<file path="src/rtl/interval_tick_scheduler.sv">
// Shares one down-counting interval timer among NREQ requesters.
// Round-robin arbitration, per-requester period, one-cycle DONE pulse on completion.
module interval_tick_scheduler #(
    parameter int unsigned WIDTH = 20,
    parameter int unsigned NREQ  = 4
) (
    input  logic                  CLOCK,
    input  logic                  RESET,
    input  logic [NREQ-1:0]       REQ,
    input  logic [NREQ*WIDTH-1:0] PERIOD,
    output logic [NREQ-1:0]       GRANT,
    output logic [NREQ-1:0]       DONE,
    output logic                  BUSY,
    output logic [WIDTH-1:0]      COUNT_OUT
);

    localparam int unsigned IW = (NREQ > 1) ? $clog2(NREQ) : 1;

    typedef enum logic [1:0] {S_IDLE, S_COUNT, S_DONE} state_t;

    state_t            state, state_next;
    logic [IW-1:0]     ptr, ptr_next;
    logic [IW-1:0]     owner, owner_next, owner_inc;
    logic [IW-1:0]     pick;
    logic              found;
    int unsigned       idx;
    logic [WIDTH-1:0]  sel_period;
    logic [WIDTH-1:0]  count_next;
    logic [NREQ-1:0]   grant_next, done_next;
    logic              busy_next;

    // First set request searching upward from the pointer, wrapping around
    always_comb begin
        found      = 1'b0;
        pick       = '0;
        idx        = 0;
        sel_period = '0;
        for (int unsigned k = 0; k < NREQ; k++) begin
            idx = (32'(ptr) + k) % NREQ;
            if (!found && REQ[IW'(idx)]) begin
                found = 1'b1;
                pick  = IW'(idx);
            end
        end
        for (int unsigned i = 0; i < NREQ; i++) begin
            if (pick == IW'(i)) begin
                sel_period = PERIOD[i*WIDTH +: WIDTH];
            end
        end
    end

    assign owner_inc = (owner == IW'(NREQ - 1)) ? '0 : IW'(owner + IW'(1));

    // Next-state and next-output logic
    always_comb begin
        state_next = state;
        ptr_next   = ptr;
        owner_next = owner;
        count_next = COUNT_OUT;
        grant_next = GRANT;
        done_next  = '0;
        case (state)
            S_IDLE: begin
                if (found) begin
                    state_next = S_COUNT;
                    owner_next = pick;
                    grant_next = NREQ'(1) << pick;
                    count_next = (sel_period == '0) ? WIDTH'(1) : sel_period;
                end
            end
            S_COUNT: begin
                // A dropped request wins over completion on the same edge
                if (!REQ[owner]) begin
                    state_next = S_IDLE;
                    grant_next = '0;
                    count_next = '0;
                    ptr_next   = owner_inc;
                end else if (COUNT_OUT == WIDTH'(1)) begin
                    state_next = S_DONE;
                    grant_next = '0;
                    count_next = '0;
                    done_next  = NREQ'(1) << owner;
                end else begin
                    count_next = COUNT_OUT - WIDTH'(1);
                end
            end
            S_DONE: begin
                state_next = S_IDLE;
                ptr_next   = owner_inc;
            end
            default: begin
                state_next = S_IDLE;
                grant_next = '0;
                count_next = '0;
            end
        endcase
        busy_next = (state_next != S_IDLE);
    end

    always_ff @(posedge CLOCK or posedge RESET) begin
        if (RESET) begin
            state     <= S_IDLE;
            ptr       <= '0;
            owner     <= '0;
            GRANT     <= '0;
            DONE      <= '0;
            BUSY      <= 1'b0;
            COUNT_OUT <= '0;
        end else begin
            state     <= state_next;
            ptr       <= ptr_next;
            owner     <= owner_next;
            GRANT     <= grant_next;
            DONE      <= done_next;
            BUSY      <= busy_next;
            COUNT_OUT <= count_next;
        end
    end

    a_grant_onehot: assert property (@(posedge CLOCK) disable iff (RESET) $onehot0(GRANT));
    a_done_onehot:  assert property (@(posedge CLOCK) disable iff (RESET) $onehot0(DONE));
    a_exclusive:    assert property (@(posedge CLOCK) disable iff (RESET) !((|GRANT) && (|DONE)));

endmodule

</file>
<file path="config.mk">
export PLATFORM = sky130hd
export DESIGN_NAME = interval_tick_scheduler
export DESIGN_NICKNAME = d
export VERILOG_FILES = /design/src/rtl/interval_tick_scheduler.sv
export SDC_FILE = /design/constraint.sdc
export NUM_CORES = 1
export LEC_CHECK = 0
export CORE_MARGIN = 2
export CORE_UTILIZATION = 47
export DETAILED_ROUTE_END_ITERATION = 12
export PLACE_DENSITY = 0.87
export SKIP_CTS_REPAIR_TIMING = 1
export SYNTH_ARGS = -nofsm -noshare
export SYNTH_HDL_FRONTEND = slang
export SYNTH_SLANG_ARGS = --single-unit
</file>
<file path="constraint.sdc">
create_clock -name CLOCK -period 3.9 [get_ports CLOCK]
set_input_delay 0.39 -clock CLOCK [delete_from_list [all_inputs] [get_ports CLOCK]]
set_output_delay 0.39 -clock CLOCK [all_outputs]
set_load 0.02 [all_outputs]
</file>
==> out/qor.csv, run 1 <==
metric,value,unit
critPathKind,input port to flop,
core_area,5540,um^2
finalHoldViolations,0,
dieWidth,80.1,um
synth_area,2720,um^2
total_number_of_vias,2831,
critPathArrivalTime,2.99,ns
longest_clk_path_bufs,2,
htree_num_levels,2,
status,"complete, no violations",
yosysWarnings,0,
initial_utilization,0.492,
postSynth.asyncResetShare,1.00,
numPortBuffers,114,
post_synth_num_cell_types,49,
worst_skew_pair.late_latency,0.29,ns
antenna_found_initial,0,
worst_slew_margin_rel,0.309,
detail_route.wirelength,8680,um
rsz0062_at_grt,false,
synth_edf_count,0,
finalWorstPathRequiredPeriod,2.77,ns
cell_count_after_placement,471,
timing.hold.worst.class,input port to async pin,
report.final.slew_viol_count,0,
cts-root-buf,sky130_fd_sc_hd__clkbuf_8,
layout-area-overhead-vs-synth,45.9,%
cts_buffers,5,
crit_slowest_cell,sky130_fd_sc_hd__clkdlybuf4s50_1,
setup.worst_path.start_class,input port,
worst_setup_path_startpoint,REQ[2],
ys.flop_type,sky130_fd_sc_hd__dfrtp_1,
power-per-cell-area,648,nW/um^2
boundaryPins,115,
ys_ff_latch,35,
endpoint_kind,flop,
worst-endpoint-required,4.13,ns
routed_wire_length_per_instance,18.1,um
post_route_cells_drive_above_1_share,0.0983,
wire_length_of_the_first_global_routing_pass,13100,um
drtPass1Iterations,5,
cp.buffers_inverters,2,
count_of_clock_tree_sinks,35,
achievable-frequency,0.362,GHz
drc,0,
critical_path_peak_fanout,21,
fin_nets,498,
globalRouteOverflowTotal,0,
ir_worst_vdd,0.000422,V
share_of_synthesized_area_occupied_by_flip_flops_and_latches,0.322,
grt_pass1_vias,2581,
r2r-start,COUNT_OUT[10],
finish.cell_count_without_fillers,479,
crit_chain,"clkdlybuf4s50_1, and2b_1, a311oi_2, nor2_4, buf_4, mux2i_1, mux2_1, nand4_1, nor3_1, a31o_1",
ys_top_cells_by_count,"39 x sky130_fd_sc_hd__mux2i_1, 35 x sky130_fd_sc_hd__dfrtp_1, 31 x sky130_fd_sc_hd__o21ai_0, 25 x sky130_fd_sc_hd__nor2_1, 18 x sky130_fd_sc_hd__nand2_1",
die_area,6420,um^2
route.detailed.vias_per_inst,5.91,
max_cap_violations,0,
globalRouteTotalUtil,0.263,
grt_max_degree,39,
n_antenna_cell,0,
row_count,27,
critical-path-top-delay-family,buffers and inverters,
clock_tree_from_tritoncts,done,
clock_skew,0.00529,ns
static-leakage-power,1.67,nW
post_synthesis_area_per_instance,9.17,um^2
antenna_left,0,
chipHeight,80.1,um
synth_most_common_cell,sky130_fd_sc_hd__mux2i_1,
period_share,0.709,
netlist_top_cells_area,"sky130_fd_sc_hd__dfrtp_1 32%, sky130_fd_sc_hd__mux2i_1 14%, sky130_fd_sc_hd__mux2_2 6.2%",
netlist_instances,297,
dp_hpwl,6610,um
cp_slowest_stage_delay,0.59,ns
cts.reportedPaths.clkPinSlew,0.07,ns
final.setup.tns,0,ns
netlist.top_cell.by_area,sky130_fd_sc_hd__dfrtp_1,
gp_congestion,0.966,
synth_top_area_frac,0.322,
synth_net_count,389,
setup-violations-final,0,
tightest_slew,1.03,ns
initialDrtViolationCount,215,
cell usage in the layout, fill, tap and decap left out, types with 2 or more instances in the layout:
cell type / synthesis / layout
sky130_fd_sc_hd__mux2i_1: 39 / 39
sky130_fd_sc_hd__o21a_1: 2 / 2
sky130_fd_sc_hd__nor4_1: 4 / 4
sky130_fd_sc_hd__inv_1: 8 / 8
sky130_fd_sc_hd__mux2_1: 3 / 3
sky130_fd_sc_hd__nand4_1: 3 / 3
sky130_fd_sc_hd__ha_1: 6 / 6
sky130_fd_sc_hd__nor3_1: 9 / 8
sky130_fd_sc_hd__and2b_1: 2 / 2
sky130_fd_sc_hd__or4_1: 2 / 2
sky130_fd_sc_hd__o32ai_1: 4 / 4
sky130_fd_sc_hd__dfrtp_1: 35 / 35
sky130_fd_sc_hd__a22oi_1: 3 / 3
sky130_fd_sc_hd__nand2_1: 18 / 18
sky130_fd_sc_hd__nor2_1: 25 / 25
sky130_fd_sc_hd__nand2b_1: 5 / 5
sky130_fd_sc_hd__or2_2: 5 / 5
sky130_fd_sc_hd__buf_4: 2 / 3
sky130_fd_sc_hd__nand3b_1: 2 / 2
sky130_fd_sc_hd__a22o_1: 12 / 12
sky130_fd_sc_hd__o21ai_0: 31 / 31
sky130_fd_sc_hd__o22ai_1: 7 / 7
sky130_fd_sc_hd__mux2_2: 15 / 15
sky130_fd_sc_hd__nand3_1: 4 / 4
sky130_fd_sc_hd__and3_1: 3 / 3
sky130_fd_sc_hd__clkbuf_8: 0 / 5
sky130_fd_sc_hd__a21oi_1: 13 / 13
sky130_fd_sc_hd__clkdlybuf4s50_1: 0 / 114
sky130_fd_sc_hd__and2_1: 4 / 4
layout make-up:
| class | count | area, um^2 |
|---|---|---|
| clock inverter | 2 | 12.5 |
| inverter | 8 | 30.0 |
| timing repair buffer | 117 | 1160 |
| clock buffer | 6 | 72.6 |
| tap | 72 | 90.1 |
| sequential | 35 | 876 |
| fill | 433 | 1570 |
| multi-input combinational | 239 | 1730 |
per-stage QoR:
stage               cell area, um^2  setup slack [ns]  hold WS, ns  power (mW)  utilization
global placement               3890             0.880        0.479        2.25        0.702
finish                         3980              1.13        0.502        2.57        0.717
floorplan                      2720              1.76        0.492        1.76            -
CTS                            3980              1.13        0.508        2.56        0.717
global route                   3980             0.957        0.543        2.75        0.717
detailed placement             3890             0.832        0.489        2.29        0.702
routing by layer:
metal	part of all wire	track usage	vias to the layer above
met5	0	0	-
met3	0.12	0.0674	7
met4	0.010	0.0627	0
li1	-	-	1330
met1	0.42	0.375	1304
met2	0.45	0.401	190
kinds of logic after synthesis:
group,after synthesis,share of synthesized area
simple gates,93,0.184
compound gates,82,0.196
mux,58,0.226
flops,35,0.322
buf+inv,23,0.0450
fa+ha+maj,6,0.0276
worst reg2reg max path, stage by stage, from the launching register on:
cell	delay (ns)
sky130_fd_sc_hd__dfrtp_1	0.47
sky130_fd_sc_hd__or3_4	0.46
sky130_fd_sc_hd__nor4_4	0.23
sky130_fd_sc_hd__and2b_1	0.22
sky130_fd_sc_hd__nand2_1	0.10
sky130_fd_sc_hd__nand2b_2	0.43
sky130_fd_sc_hd__nand2b_1	0.23
sky130_fd_sc_hd__o22ai_1	0.11
sky130_fd_sc_hd__a22o_1	0.26
state kept, by name, summed over array words and instances (netlist names):
name,count
DONE,4
GRANT,4
BUSY,1
state,2
owner,2
COUNT_OUT,20
ptr,2
worst paths after layout:
| path | to | cells after the start | slack (ns) |
|---|---|---|---|
| setup / recovery | COUNT_OUT[0] | 10 | 1.13 |
| hold / removal | GRANT[3] | 3 | 0.50 |
| setup reg to reg | COUNT_OUT[12] | 8 | 1.29 |
| hold reg to reg | GRANT[1] | 2 | 0.50 |
| max in group asynchronous | COUNT_OUT[2] | 3 | 3.07 |
| min in group CLOCK | GRANT[1] | 2 | 0.50 |
where the power goes:
group / leakage (nW) / internal [mW] / switching (mW)
combinational: 1.18 / 0.766 / 0.854
sequential: 0.448 / 0.505 / 0.188
clock: 0.0412 / 0.125 / 0.137
Note: power is estimated with default switching activity, not from simulation.
==> run 2: changes to the inputs <==
Settings changed: CORE_UTILIZATION 47 to 43, PLACE_DENSITY 0.87 to 0.81.
Clock period 3.9 ns to 2.66 ns, I/O delays scaled along.
==> run 2 against run 1 <==
Net effect:
- worst setup slack got worse by 0.93 ns
- hold slack got worse by 0.13 ns
- power is 60% higher
- combinational power rose by 57%
- critical path type unchanged
- critical endpoint is now COUNT_OUT[13]
- critical path depth is 1 higher
==> out/qor.csv, run 2 (synthesized netlist as in run 1, its figures left out) <==
metric,value,unit,change
worst_skew_pair.late_latency,0.29,ns,about the same
critical-path-top-delay-family,buffers and inverters,,
crit_path_setup_slack_layout,0.200,ns,-0.934 ns
initialDrtViolationCount,205,,-4.7%
critPathKind,input port to flop,,
setup-violations-final,0,,unchanged
antenna_left,0,,unchanged
chipHeight,83.6,um,+4.3%
routed_wire_length_per_instance,18.7,um,+3.2%
most-common-layout-cells,"114 x sky130_fd_sc_hd__clkdlybuf4s50_1, 39 x sky130_fd_sc_hd__mux2i_1, 35 x sky130_fd_sc_hd__dfrtp_1",,
power-per-cell-area,995,nW/um^2,+54%
finalWorstPathRequiredPeriod,2.46,ns,
internal_power,2.35,mW,+68%
globalRouteTotalUtil,0.259,,-0.00406
longest_clk_path_bufs,2,,unchanged
route.detailed.vias_per_inst,5.94,,+0.53%
total_number_of_vias,2941,,+3.9%
core_area,6030,um^2,+8.8%
period_share,0.925,,
dieWidth,83.6,um,+4.3%
ir_worst_vdd,0.000560,V,+33%
gp_congestion,0.878,,-9.1%
max_cap_violations,0,,unchanged
worst-endpoint-required,2.84,ns,-1.29 ns
numPortBuffers,114,,unchanged
rsz0062_at_grt,false,,
cts-root-buf,sky130_fd_sc_hd__clkbuf_8,,
row_count,28,,+3.7%
post_placement_setup_slack,-0.0780,ns,-0.910 ns
registers.top_by_ff_count,COUNT_OUT,,
endpoint_kind,flop,,
setup.worst_path.start_class,input port,,
final.setup.tns,0,ns,unchanged
seq_power_share,0.245,,-0.024
htree_num_levels,2,,unchanged
post-layout-total-power,4.12,mW,+60%
cts.reportedPaths.clkPinSlew,0.08,ns,about the same
tightest_slew,1.01,ns,-0.0198 ns
globalRouteOverflowTotal,0,,unchanged
status,"complete, no violations",,
combinationalPowerShare,0.617,,-0.012
crit_slowest_cell,sky130_fd_sc_hd__clkdlybuf4s50_1,,
drtPass1Iterations,5,,unchanged
power_frac_clock,0.139,,+0.037
worst_slew_margin_rel,0.322,,+0.0133
achievable-frequency,0.407,GHz,
crit_chain,"clkdlybuf4s50_1, buf_4, mux2i_1, nor2_1, nor3_2, buf_12, mux2i_1, mux2_2, a21oi_1, o21a_1, o22a_1",,
drc,0,,unchanged
reg_top3,"COUNT_OUT: 20 flops, DONE: 4 flops, GRANT: 4 flops",,
layout-area-overhead-vs-synth,51.9,%,
boundaryPins,115,,unchanged
detail_route.wirelength,9260,um,+6.7%
die_area,6990,um^2,+8.8%
report.final.slew_viol_count,0,,unchanged
n_antenna_cell,0,,unchanged
static-leakage-power,1.76,nW,+5.4%
netSwitchingFraction,0.430,,-0.0279
critPathArrivalTime,2.64,ns,-0.35 ns
clock_tree_from_tritoncts,done,,
initial_utilization,0.452,,-0.0396
clock_skew,0.00950,ns,+0.00421 ns
largest_register_ff_count,20,,unchanged
finalHoldViolations,0,,unchanged
cp.buffers_inverters,3,,+1
post_route_cells_drive_above_1_share,0.126,,+0.0279
ff_latch_area,876,um^2,unchanged
dp_hpwl,7120,um,+7.8%
reg2reg_slack,0.30,ns,-0.99 ns
cp_slowest_stage_delay,0.47,ns,-0.12 ns
grt_max_degree,36,,-7.7%
final.fill_count,468,,+8.1%
critPathMostFrequentCell,sky130_fd_sc_hd__mux2i_1,,
timing.hold.worst.class,input port to async pin,,
finish.cell_count_without_fillers,495,,+3.3%
p_switching,1.77,mW,+50%
cell_count_after_placement,487,,+3.4%
most_common_library_cell_in_the_layout_ignoring_fill_and_taps,sky130_fd_sc_hd__clkdlybuf4s50_1,,
antenna_found_initial,0,,unchanged
grt_pass1_vias,2880,,+12%
fin_nets,511,,+2.6%
critical_path_peak_fanout,34,,+62%
cts_buffers,5,,unchanged
count_of_clock_tree_sinks,35,,unchanged
total_area_of_multi_input_combinational_cells,1730,um^2,unchanged
wire_length_of_the_first_global_routing_pass,14600,um,+12%
-- run 2: cell types whose count changed in the layout (fill, tap and decap cells not counted) --
| cell | before | now |
|---|---|---|
| sky130_fd_sc_hd__clkinvlp_4 | 1 | 0 |
| sky130_fd_sc_hd__clkinv_2 | 1 | 0 |
| sky130_fd_sc_hd__bufinv_16 | 0 | 2 |
| sky130_fd_sc_hd__buf_12 | 0 | 1 |
| sky130_fd_sc_hd__buf_4 | 3 | 15 |
-- run 2: routing by layer --
| metal | part of all wire | global-route usage | vias up | wire length, um |
|---|---|---|---|---|
| met5 | 0 | 0 | - | 0 |
| met4 | 0.019 | 0.0748 | 0 | 178 |
| met3 | 0.097 | 0.0673 | 20 | 901 |
| met2 | 0.45 | 0.423 | 178 | 4200 |
| met1 | 0.43 | 0.338 | 1391 | 3980 |
| li1 | - | - | 1352 | - |
-- run 2: layout make-up --
| type | count | share of cell area |
|---|---|---|
| Inverter | 8 | 0.00726 |
| Tap cell | 75 | 0.0227 |
| Multi-Input combinational cell | 239 | 0.418 |
| Clock inverter | 2 | 0.0145 |
| Timing Repair Buffer | 130 | 0.308 |
| Clock buffer | 6 | 0.0175 |
| Sequential cell | 35 | 0.212 |
-- run 2: power by group through the flow --
stage	logic, mW	registers (mW)	clock network [mW]
finish	2.54	1.01	0.570
CTS	2.52	1.00	0.575
global route	2.74	1.04	0.597
global placement	2.46	0.991	0
detailed placement	2.49	1.01	0
floorplan	1.44	1.13	0
-- run 2: final timing paths --
check	cells after the start	start	to
max	11	REQ[2]	COUNT_OUT[13]
min	3	RESET	owner[0]
max reg2reg	9	ptr[1]	COUNT_OUT[13]
min reg2reg	1	GRANT[3]	GRANT[3]
max in group asynchronous	3	RESET	COUNT_OUT[4]
min in group CLOCK	1	GRANT[3]	GRANT[3]
-- run 2: per-stage QoR --
stage | util | hold slack [ns] | instance area [um^2]
finish | 0.686 | 0.375 | 4140
global placement | 0.664 | 0.472 | 4000
detailed placement | 0.664 | 0.489 | 4000
global route | 0.686 | 0.439 | 4140
CTS | 0.686 | 0.393 | 4140
floorplan | - | 0.420 | 2720
-- run 2: tightest hold or removal path: stages --
cell,delay [ns]
sky130_fd_sc_hd__clkdlybuf4s50_1,0.40
sky130_fd_sc_hd__inv_1,0.05
sky130_fd_sc_hd__buf_4,0.39
